<file path="src/rtl/multicycle_control_fsm_pkg.sv">
// Shared types and constants for the multicycle control sequencer.
// Honours BRANCH_EXT_EN (BNE/BLT/BGE decode); without it only BEQ branches.
package cpu_ctrl_pkg;

    localparam int unsigned STATE_W = 4;
    localparam int unsigned OP_W    = 6;

    typedef enum logic [STATE_W-1:0] {
        ST_FETCH    = 4'd0,
        ST_DECODE   = 4'd1,
        ST_MEM_ADDR = 4'd2,
        ST_MEM_RD   = 4'd3,
        ST_MEM_WB   = 4'd4,
        ST_MEM_WR   = 4'd5,
        ST_EXEC_R   = 4'd6,
        ST_R_WB     = 4'd7,
        ST_EXEC_I   = 4'd8,
        ST_I_WB     = 4'd9,
        ST_BRANCH   = 4'd10,
        ST_JUMP     = 4'd11
    } state_e;

    // Plain-vector state codes for the state register and decoders
    localparam logic [STATE_W-1:0] S_FETCH    = 4'(ST_FETCH);
    localparam logic [STATE_W-1:0] S_DECODE   = 4'(ST_DECODE);
    localparam logic [STATE_W-1:0] S_MEM_ADDR = 4'(ST_MEM_ADDR);
    localparam logic [STATE_W-1:0] S_MEM_RD   = 4'(ST_MEM_RD);
    localparam logic [STATE_W-1:0] S_MEM_WB   = 4'(ST_MEM_WB);
    localparam logic [STATE_W-1:0] S_MEM_WR   = 4'(ST_MEM_WR);
    localparam logic [STATE_W-1:0] S_EXEC_R   = 4'(ST_EXEC_R);
    localparam logic [STATE_W-1:0] S_R_WB     = 4'(ST_R_WB);
    localparam logic [STATE_W-1:0] S_EXEC_I   = 4'(ST_EXEC_I);
    localparam logic [STATE_W-1:0] S_I_WB     = 4'(ST_I_WB);
    localparam logic [STATE_W-1:0] S_BRANCH   = 4'(ST_BRANCH);
    localparam logic [STATE_W-1:0] S_JUMP     = 4'(ST_JUMP);

    localparam logic [OP_W-1:0] OP_RTYPE = 6'b000000;
    localparam logic [OP_W-1:0] OP_ADDI  = 6'b001000;
    localparam logic [OP_W-1:0] OP_SUBI  = 6'b001001;
    localparam logic [OP_W-1:0] OP_LWI   = 6'b001010;
    localparam logic [OP_W-1:0] OP_BEQ   = 6'b000100;
    localparam logic [OP_W-1:0] OP_BNE   = 6'b000001;
    localparam logic [OP_W-1:0] OP_BLT   = 6'b000011;
    localparam logic [OP_W-1:0] OP_BGE   = 6'b000101;
    localparam logic [OP_W-1:0] OP_J     = 6'b000010;
    localparam logic [OP_W-1:0] OP_LW    = 6'b100011;
    localparam logic [OP_W-1:0] OP_SW    = 6'b101011;
    localparam logic [OP_W-1:0] OP_NOP   = 6'b111111;

    typedef enum logic [1:0] {
        ALU_ADD  = 2'b00,
        ALU_SUB  = 2'b01,
        ALU_FUNC = 2'b10,
        ALU_SLT  = 2'b11
    } alu_op_e;

    typedef enum logic [1:0] {
        SRC_B_RT   = 2'b00,
        SRC_B_ONE  = 2'b01,
        SRC_B_IMM  = 2'b10,
        SRC_B_BOFF = 2'b11
    } src_b_e;

    typedef enum logic [1:0] {
        PC_SRC_ALU    = 2'b00,
        PC_SRC_ALUOUT = 2'b01,
        PC_SRC_JUMP   = 2'b10
    } pc_src_e;

    // Full set of datapath controls produced for one cycle
    typedef struct packed {
        logic       pc_write;
        logic       pc_write_cond;
        logic       branch_flip;
        logic       i_or_d;
        logic       mem_read;
        logic       mem_write;
        logic       ir_write;
        logic       reg_dst;
        logic       mem_to_reg;
        logic       reg_write;
        logic       alu_src_a;
        logic [1:0] alu_src_b;
        logic [1:0] alu_op;
        logic [1:0] pc_source;
        logic       instr_done;
        logic       illegal_op;
    } ctrl_t;

    function automatic logic is_branch_op(input logic [OP_W-1:0] op);
`ifdef BRANCH_EXT_EN
        return (op == OP_BEQ) || (op == OP_BNE) || (op == OP_BLT) || (op == OP_BGE);
`else
        return (op == OP_BEQ);
`endif
    endfunction

    function automatic logic is_known_op(input logic [OP_W-1:0] op);
        return (op == OP_RTYPE) || (op == OP_ADDI) || (op == OP_SUBI) ||
               (op == OP_LWI) || (op == OP_LW) || (op == OP_SW) ||
               (op == OP_J) || (op == OP_NOP) || is_branch_op(op);
    endfunction

endpackage

</file>
<file path="src/rtl/multicycle_control_fsm_if.sv">
// Control bus between the multicycle sequencer (master) and the datapath (slave).
interface multicycle_control_fsm_if;

    logic [5:0] opcode;
    logic       mem_ready;
    logic       pc_write;
    logic       pc_write_cond;
    logic       branch_flip;
    logic       i_or_d;
    logic       mem_read;
    logic       mem_write;
    logic       ir_write;
    logic       reg_dst;
    logic       mem_to_reg;
    logic       reg_write;
    logic       alu_src_a;
    logic [1:0] alu_src_b;
    logic [1:0] alu_op;
    logic [1:0] pc_source;
    logic       instr_done;
    logic       illegal_op;
    logic [3:0] state;

    modport master (
        input  opcode, mem_ready,
        output pc_write, pc_write_cond, branch_flip, i_or_d,
               mem_read, mem_write, ir_write,
               reg_dst, mem_to_reg, reg_write,
               alu_src_a, alu_src_b, alu_op, pc_source,
               instr_done, illegal_op, state
    );

    modport slave (
        output opcode, mem_ready,
        input  pc_write, pc_write_cond, branch_flip, i_or_d,
               mem_read, mem_write, ir_write,
               reg_dst, mem_to_reg, reg_write,
               alu_src_a, alu_src_b, alu_op, pc_source,
               instr_done, illegal_op, state
    );

endinterface

</file>
<file path="src/rtl/multicycle_control_fsm_outdec.sv">
// Combinational control decoder: (state, opcode, mem_ready) -> datapath controls.
// Honours BRANCH_EXT_EN for the BNE/BLT/BGE ALU op and branch_flip.
module mc_ctrl_outdec
    import cpu_ctrl_pkg::*;
(
    input  logic [STATE_W-1:0] state,
    input  logic [OP_W-1:0]    opcode,
    input  logic               mem_ready,
    output ctrl_t              ctrl
);

    always_comb begin
        ctrl = '0;
        case (state)
            S_FETCH: begin
                ctrl.mem_read  = 1'b1;
                ctrl.alu_src_b = SRC_B_ONE;
                ctrl.alu_op    = ALU_ADD;
                ctrl.pc_source = PC_SRC_ALU;
                // PC+1 and IR load only once the instruction word is on the bus
                ctrl.ir_write  = mem_ready;
                ctrl.pc_write  = mem_ready;
            end
            S_DECODE: begin
                ctrl.alu_src_b  = SRC_B_BOFF;
                ctrl.alu_op     = ALU_ADD;
                ctrl.illegal_op = !is_known_op(opcode);
                ctrl.instr_done = !is_known_op(opcode) || (opcode == OP_NOP);
            end
            S_MEM_ADDR: begin
                ctrl.alu_src_a = 1'b1;
                ctrl.alu_src_b = SRC_B_IMM;
                ctrl.alu_op    = ALU_ADD;
            end
            S_MEM_RD: begin
                ctrl.i_or_d   = 1'b1;
                ctrl.mem_read = 1'b1;
            end
            S_MEM_WB: begin
                ctrl.mem_to_reg = 1'b1;
                ctrl.reg_write  = 1'b1;
                ctrl.instr_done = 1'b1;
            end
            S_MEM_WR: begin
                ctrl.i_or_d     = 1'b1;
                ctrl.mem_write  = 1'b1;
                ctrl.instr_done = mem_ready;
            end
            S_EXEC_R: begin
                ctrl.alu_src_a = 1'b1;
                ctrl.alu_src_b = SRC_B_RT;
                ctrl.alu_op    = ALU_FUNC;
            end
            S_R_WB: begin
                ctrl.reg_dst    = 1'b1;
                ctrl.reg_write  = 1'b1;
                ctrl.instr_done = 1'b1;
            end
            S_EXEC_I: begin
                ctrl.alu_src_a = 1'b1;
                ctrl.alu_src_b = SRC_B_IMM;
                ctrl.alu_op    = (opcode == OP_SUBI) ? ALU_SUB : ALU_ADD;
            end
            S_I_WB: begin
                ctrl.reg_write  = 1'b1;
                ctrl.instr_done = 1'b1;
            end
            S_BRANCH: begin
                ctrl.alu_src_a     = 1'b1;
                ctrl.alu_src_b     = SRC_B_RT;
                ctrl.pc_write_cond = 1'b1;
                ctrl.pc_source     = PC_SRC_ALUOUT;
                ctrl.instr_done    = 1'b1;
`ifdef BRANCH_EXT_EN
                // BLT/BGE compare via SLT; BNE/BLT take the inverted zero test
                ctrl.alu_op      = ((opcode == OP_BLT) || (opcode == OP_BGE)) ? ALU_SLT : ALU_SUB;
                ctrl.branch_flip = (opcode == OP_BNE) || (opcode == OP_BLT);
`else
                ctrl.alu_op      = ALU_SUB;
                ctrl.branch_flip = 1'b0;
`endif
            end
            S_JUMP: begin
                ctrl.pc_write   = 1'b1;
                ctrl.pc_source  = PC_SRC_JUMP;
                ctrl.instr_done = 1'b1;
            end
            default: ctrl = '0;
        endcase
    end

endmodule

</file>
<file path="src/rtl/multicycle_control_fsm.sv">
// Multicycle sequencer top: state register, next-state logic and reset gating.
// Honours BRANCH_EXT_EN (extended branch decode) through cpu_ctrl_pkg.
module multicycle_control_fsm
    import cpu_ctrl_pkg::*;
(
    input  logic                     clk,
    input  logic                     rst,
    multicycle_control_fsm_if.master bus
);

    logic [STATE_W-1:0] state_q;
    logic [STATE_W-1:0] state_d;
    ctrl_t              ctrl_dec;
    ctrl_t              ctrl;

    always_ff @(posedge clk) begin
        if (rst) begin
            state_q <= S_FETCH;
        end else begin
            state_q <= state_d;
        end
    end

    // Next state; unused codes fall back to FETCH
    always_comb begin
        state_d = S_FETCH;
        case (state_q)
            S_FETCH:  state_d = bus.mem_ready ? S_DECODE : S_FETCH;
            S_DECODE: begin
                if (bus.opcode == OP_RTYPE) begin
                    state_d = S_EXEC_R;
                end else if ((bus.opcode == OP_ADDI) || (bus.opcode == OP_SUBI) ||
                             (bus.opcode == OP_LWI)) begin
                    state_d = S_EXEC_I;
                end else if ((bus.opcode == OP_LW) || (bus.opcode == OP_SW)) begin
                    state_d = S_MEM_ADDR;
                end else if (is_branch_op(bus.opcode)) begin
                    state_d = S_BRANCH;
                end else if (bus.opcode == OP_J) begin
                    state_d = S_JUMP;
                end else begin
                    state_d = S_FETCH;
                end
            end
            S_MEM_ADDR: begin
                if (bus.opcode == OP_LW) begin
                    state_d = S_MEM_RD;
                end else if (bus.opcode == OP_SW) begin
                    state_d = S_MEM_WR;
                end else begin
                    state_d = S_FETCH;
                end
            end
            S_MEM_RD: state_d = bus.mem_ready ? S_MEM_WB : S_MEM_RD;
            S_MEM_WR: state_d = bus.mem_ready ? S_FETCH : S_MEM_WR;
            S_EXEC_R: state_d = S_R_WB;
            S_EXEC_I: state_d = S_I_WB;
            default:  state_d = S_FETCH;
        endcase
    end

    mc_ctrl_outdec u_outdec (
        .state     (state_q),
        .opcode    (bus.opcode),
        .mem_ready (bus.mem_ready),
        .ctrl      (ctrl_dec)
    );

    // Reset holds every strobe, select and the debug state at zero
    assign ctrl = rst ? '0 : ctrl_dec;

    assign bus.pc_write      = ctrl.pc_write;
    assign bus.pc_write_cond = ctrl.pc_write_cond;
    assign bus.branch_flip   = ctrl.branch_flip;
    assign bus.i_or_d        = ctrl.i_or_d;
    assign bus.mem_read      = ctrl.mem_read;
    assign bus.mem_write     = ctrl.mem_write;
    assign bus.ir_write      = ctrl.ir_write;
    assign bus.reg_dst       = ctrl.reg_dst;
    assign bus.mem_to_reg    = ctrl.mem_to_reg;
    assign bus.reg_write     = ctrl.reg_write;
    assign bus.alu_src_a     = ctrl.alu_src_a;
    assign bus.alu_src_b     = ctrl.alu_src_b;
    assign bus.alu_op        = ctrl.alu_op;
    assign bus.pc_source     = ctrl.pc_source;
    assign bus.instr_done    = ctrl.instr_done;
    assign bus.illegal_op    = ctrl.illegal_op;
    assign bus.state         = rst ? 4'd0 : state_q;

endmodule

</file>
<file path="src/flat_wrapper.sv">
// flat-port wrapper written by rule: the top's interface ports become plain ports
module multicycle_control_fsm_flat import cpu_ctrl_pkg::*;
  (clk, rst, bus_opcode, bus_mem_ready, bus_pc_write, bus_pc_write_cond, bus_branch_flip, bus_i_or_d, bus_mem_read, bus_mem_write, bus_ir_write, bus_reg_dst, bus_mem_to_reg, bus_reg_write, bus_alu_src_a, bus_alu_src_b, bus_alu_op, bus_pc_source, bus_instr_done, bus_illegal_op, bus_state);
  multicycle_control_fsm_if bus_i ();
  input  logic clk;
  input  logic rst;
  input wire logic [$bits(bus_i.opcode)-1:0] bus_opcode;
  input wire logic [$bits(bus_i.mem_ready)-1:0] bus_mem_ready;
  output wire logic [$bits(bus_i.pc_write)-1:0] bus_pc_write;
  output wire logic [$bits(bus_i.pc_write_cond)-1:0] bus_pc_write_cond;
  output wire logic [$bits(bus_i.branch_flip)-1:0] bus_branch_flip;
  output wire logic [$bits(bus_i.i_or_d)-1:0] bus_i_or_d;
  output wire logic [$bits(bus_i.mem_read)-1:0] bus_mem_read;
  output wire logic [$bits(bus_i.mem_write)-1:0] bus_mem_write;
  output wire logic [$bits(bus_i.ir_write)-1:0] bus_ir_write;
  output wire logic [$bits(bus_i.reg_dst)-1:0] bus_reg_dst;
  output wire logic [$bits(bus_i.mem_to_reg)-1:0] bus_mem_to_reg;
  output wire logic [$bits(bus_i.reg_write)-1:0] bus_reg_write;
  output wire logic [$bits(bus_i.alu_src_a)-1:0] bus_alu_src_a;
  output wire logic [$bits(bus_i.alu_src_b)-1:0] bus_alu_src_b;
  output wire logic [$bits(bus_i.alu_op)-1:0] bus_alu_op;
  output wire logic [$bits(bus_i.pc_source)-1:0] bus_pc_source;
  output wire logic [$bits(bus_i.instr_done)-1:0] bus_instr_done;
  output wire logic [$bits(bus_i.illegal_op)-1:0] bus_illegal_op;
  output wire logic [$bits(bus_i.state)-1:0] bus_state;
  assign bus_i.opcode = bus_opcode;
  assign bus_i.mem_ready = bus_mem_ready;
  assign bus_pc_write = bus_i.pc_write;
  assign bus_pc_write_cond = bus_i.pc_write_cond;
  assign bus_branch_flip = bus_i.branch_flip;
  assign bus_i_or_d = bus_i.i_or_d;
  assign bus_mem_read = bus_i.mem_read;
  assign bus_mem_write = bus_i.mem_write;
  assign bus_ir_write = bus_i.ir_write;
  assign bus_reg_dst = bus_i.reg_dst;
  assign bus_mem_to_reg = bus_i.mem_to_reg;
  assign bus_reg_write = bus_i.reg_write;
  assign bus_alu_src_a = bus_i.alu_src_a;
  assign bus_alu_src_b = bus_i.alu_src_b;
  assign bus_alu_op = bus_i.alu_op;
  assign bus_pc_source = bus_i.pc_source;
  assign bus_instr_done = bus_i.instr_done;
  assign bus_illegal_op = bus_i.illegal_op;
  assign bus_state = bus_i.state;
  multicycle_control_fsm u_core (.clk(clk), .rst(rst), .bus(bus_i));
endmodule
</file>
<file path="config.mk">
export PLATFORM = sky130hd
export DESIGN_NAME = multicycle_control_fsm_flat
export DESIGN_NICKNAME = d
export VERILOG_FILES = /design/src/rtl/multicycle_control_fsm_pkg.sv /design/src/rtl/multicycle_control_fsm_if.sv /design/src/rtl/multicycle_control_fsm_outdec.sv /design/src/rtl/multicycle_control_fsm.sv /design/src/flat_wrapper.sv
export SDC_FILE = /design/constraint.sdc
export NUM_CORES = 1
export LEC_CHECK = 0
export CORE_ASPECT_RATIO = 0.9
export CORE_UTILIZATION = 40
export DETAILED_ROUTE_END_ITERATION = 8
export GPL_TIMING_DRIVEN = 0
export PLACE_DENSITY = 0.79
export SYNTH_ARGS = -nofsm -noshare
export SYNTH_HDL_FRONTEND = slang
export SYNTH_SLANG_ARGS = --single-unit
</file>
<file path="constraint.sdc">
create_clock -name clk -period 2.1 [get_ports clk]
set_clock_uncertainty 0.2 [all_clocks]
set_input_delay 0.42 -clock clk [delete_from_list [all_inputs] [get_ports clk]]
set_output_delay 0.42 -clock clk [all_outputs]
set_load 0.01 [all_outputs]
</file>
Word-level counts from Yosys, hierarchy flattened --
Cells that the tools add are included.
Operators by class: equal/unequal tests 19, reduce and logical (&&, ||, !) cells 20, muxes and demuxes 28
Operators by type and width (count):
- 4-bit two-way mux | 7
- 4-bit case mux with 7 select lines | 1
- 4-bit case mux with 6 select lines | 1
- 19-bit two-way mux | 1
- 6-bit by 4-bit equality test with 1-bit output (second input constant) | 3
- 6-bit equality test (second input constant) | 3
- 4-bit by 3-bit equality test with 1-bit output (second input constant) | 4
- 4-bit equality test (second input constant) | 4
- 1-bit logical OR | 12
- 1-bit two-way mux | 11
- 3-bit two-way mux | 3
- 4-bit by 2-bit equality test with 1-bit output (second input constant) | 2
- 6-bit by 2-bit equality test with 1-bit output (second input constant) | 1
- 6-bit by 3-bit equality test with 1-bit output (second input constant) | 1
- 6-bit logical NOT | 1
- 5-bit OR reduction | 1
- 4-bit by 1-bit equality test with 1-bit output (second input constant) | 1
- 4-bit logical NOT | 1
- 2-bit case mux with 2 select lines | 1
- 2-bit OR reduction | 2
- 4-bit OR reduction | 1
- 1-bit case mux with 3 select lines | 1
- 3-bit OR reduction | 1
- 2-bit two-way mux | 1
- 2 further kinds | 2
Storage, ports and cells: register bits after elaboration 4, output and inout bits 23, word-level logic and storage cells 68

Longest topological paths before layout --
depth after elaboration 13, gate-level depth with buffers 6, depth with buffers taken out 4

Cells and area by module --
A second synthesis with hierarchy kept.
Second synthesis, totals: cells, all modules 131, area total of the unflattened synthesis 909.6 µm²
Modules (own cells, without submodules):
- multicycle_control_fsm | instances 1, area an instance 570.5 µm², sequential area each 80.1 µm², cells an instance 74
- mc_ctrl_outdec | instances 1, area an instance 339.1 µm², sequential area each 0.0 µm², cells an instance 57

Worst setup path before layout --
No wires, ideal clock.
path type flip-flop to output port, start point register u_core.state_q[2], end point output bus_illegal_op, data arrival time 1.488 ns, path buffers 1, path slack -0.008 ns, required time 1.480 ns, cell stages (with the launch flop) 6, path through dfxtp_1 buf_6 or4b_4 a31oi_2 o21ai_0 nor3_1
Between the ends: longest elaborated chain between the ends 3
Ends and longest elaborated chain:
- from (decl) | RTL line multicycle_control_fsm.sv:11 | logic [STATE_W-1:0] state_q;
- from (signal assigned) | RTL line multicycle_control_fsm.sv:20 | state_q <= state_d;
- 4-bit by 1-bit equality test with 1-bit output | RTL line multicycle_control_fsm_outdec.sv:14 | case (state)
- 1-bit two-way mux | RTL line multicycle_control_fsm_outdec.sv:14
- 19-bit two-way mux | RTL line multicycle_control_fsm.sv:70 | assign ctrl = rst ? '0 : ctrl_dec;
- to (decl) | RTL line flat_wrapper.sv:24 | output wire logic [$bits(bus_i.illegal_op)-1:0] bus_illegal_op;
Every way passes these cells.

Worst setup path in the final report --
start point register u_core.state_q[1], end point output bus_illegal_op
Same word-level chain as after synthesis.

==> flow_metrics.tcl <==
set metrics [dict create \
    violations "setup timing" \
    hold_class "flop to flop" \
    reg2reg_slack_ns 0.14 \
    synth_area_um2 659 \
    ctsHoldBuffers 0 \
    fillers 125 \
    crit_path_start_kind "flop" \
    vias 945 \
    largest_reg_flops 4 \
    clock_latency_ns 0.23 \
    max_slew_margin_pct 61.3 \
    cap_viol_max_count 0 \
    critPathMaxStageDelay_ns 0.57 \
    antenna_left 0 \
    die_area_mm2 0.00181 \
    min_path_cells 3 \
    synthArstFlopShare_pct 0 \
    critPathBufInv 1 \
    cts_num_sinks 4 \
    fp.coreArea_mm2 0.00150 \
    grt-ovfl-total 0 \
    synth_nets 115 \
    dp_cells 156 \
    place_hpwl_mm 1.51 \
    min_period_ns 2.32 \
    viasPerCell 5.83 \
    postSynthCellCount 106 \
    ys.flop_type "dfxtp_1" \
    routed_wl_mm 2.38 \
    setup_slack_ns -0.217 \
    die_w_um 44.8 \
    crit_chain "or4b_4 -> a31oi_4 -> o21ai_2 -> nor3_2 -> buf_2" \
    synth_seq_area_share_pct 12.1 \
    ys_ff_latch 4 \
    r2r_start "u_core.state_q[1]$_SDFF_PP0_" \
    cts.reportedPaths.clkPinSlew_ns 0.04 \
    antenna_found_initial 0 \
    setup_violations 3 \
    period_share_pct 110 \
    leakagePower_nw 0.510 \
    cp_data_required_time_ns 1.48 \
    p_per_area_mw_per_mm2 247 \
    yosys.cell_count.top_type "nor3_1" \
    utilization_pct 74.2 \
    vdd_drop_max_mv 0.240 \
    path_max_fanout 4 \
    cts_buffers 3 \
    drt_pass1_iterations 4 \
    grt_pass1_wl_mm 3.51 \
    arrival_ns 1.70 \
    p_total_uw 275 \
    fin_worst_hold_slack_ns 0.416 \
    rows 13 \
    n_antenna_cell 0 \
    groute.usage.overall_pct 26.4 \
    ys_types 35 \
    crit_family "simple AND/OR/NAND/NOR gates" \
    seq_area_um2 92.6 \
    synth_edf_count 0 \
    design_area_mm2 0.00111 \
    top_register "u_core.state_q" \
    drt_iter0_markers 47 \
    avgSynthCellArea_um2 6.22 \
    hold_path_end "u_core.state_q[3]$_SDFF_PP0_" \
    synth_warnings 0 \
    hold_violations 0 \
    area_growth_pct 68.5 \
    drc_errors 0 \
    h-tree-depth 1 \
    initial_utilization_pct 44.1 \
    pin_count 32 \
    io_buffers 28 \
    die_h_um 40.5 \
    final_cells 162 \
    reg_top3 "u_core.state_q (4)" \
    rsz0062_at_grt "true" \
    cts_tree "done" \
    wl_per_cell_um 14.7 \
    slew_violations 0 \
    clockBufferDepth 2 \
    synth_top_area_cell "dfxtp_1" \
    end_kind "output pin" \
    drive_gt1_share_pct 38.6 \
    cts.root.buffer_cell "clkbuf_4" \
    dpl-instance-area_um2 972 \
    grt_pass1_vias 759 \
    synth_top_area_share_pct 12.1 \
    ff2ff_path_depth 4 \
    multi_input_area_um2 599 \
    criticalPathCategory "flop to output pin" \
    hold_start "u_core.state_q[2]$_SDFF_PP0_" \
    r2r-end "u_core.state_q[1]$_SDFF_PP0_" \
    finalSetupTns_ns -0.598 \
    grt_max_degree 11 \
    synth_commonest_cells "14 x nor3_1, 13 x nor2_1, 8 x clkbuf_1, 8 x nand2_1, 7 x nand2b_1" \
    gpl.final_weighted_congestion 0.904 \
    fin_nets 151 \
    max_freq_ghz 0.432 \
    synth_area_leaders "dfxtp_1 12%, nor3_1 11%, nor2_1 7.4%" \
    place_ws_ns -0.803 \
    critPathSlowestCell "or4b_4" \
    outcome "finished, violations left" \
    worst_pin_slew_ns 0.575 \
]
[metal layers]
metal	vias up	global-route usage (%)	share of wire (%)
li1	454	-	-
met1	433	36.1	41
met2	54	43.8	51
met3	4	3.60	7.2
met4	0	6.82	0.51
met5	-	0	0
[worst max-delay path by stage]
stage	start	to	cells past startpoint	slack (ns)
after global placement	bus_opcode[2]	bus_instr_done	6	-0.76
after global routing	u_core.state_q[1]$_SDFF_PP0_	bus_illegal_op	5	-0.28
final	u_core.state_q[1]$_SDFF_PP0_	bus_illegal_op	5	-0.22
after CTS	u_core.state_q[2]$_SDFF_PP0_	bus_illegal_op	5	-0.25
after floorplan	u_core.state_q[2]$_SDFF_PP0_	bus_instr_done	5	0.04
after detailed placement	bus_opcode[5]	bus_alu_op[0]	5	-0.80
[cell type report]
type / instances / area share [%]
multi-input combinational: 89 / 53.9
timing repair buffer: 34 / 24.7
sequential: 4 / 8.33
buffer: 9 / 8.00
tap: 22 / 2.48
clock buffer: 3 / 2.03
inverter: 1 / 0.563
[what timing repair did]
item	CTS	global route
buffers inserted	4	2
pin swaps	3	6
endpoints found under the setup margin	22	17
gates resized for setup	70	36
[worst reg2reg max path, stage by stage, from the launching register on]
cell	delay, ns
dfxtp_4	0.35
or4b_4	0.57
a31oi_4	0.17
or3b_1	0.38
a31oi_1	0.20
[layout by cell type (no fill, tap or decap), drive strengths merged, types with 6 or more instances in the layout]
cell,Yosys,routed
nand2,8,8
nand2b,7,7
nor2,13,13
nor3,14,14
dlygate4sd2,0,10
a31oi,6,6
clkbuf,8,11
o21ai,6,6
buf,4,17
[power breakdown]
group	switching, mW	internal [mW]
clock	0.0250	0.0634
sequential	0.00364	0.0755
combinational	0.0597	0.0476
[kinds of logic after synthesis]
group,count (synthesis),share of synthesized area (%)
other cells,1,0.569
mux,1,1.71
flops,4,12.1
buf+inv,13,9.87
compound gates,21,20.3
xor+xnor,1,1.33
simple gates,65,54.1
No activity file was read; power rests on OpenSTA's default activity.
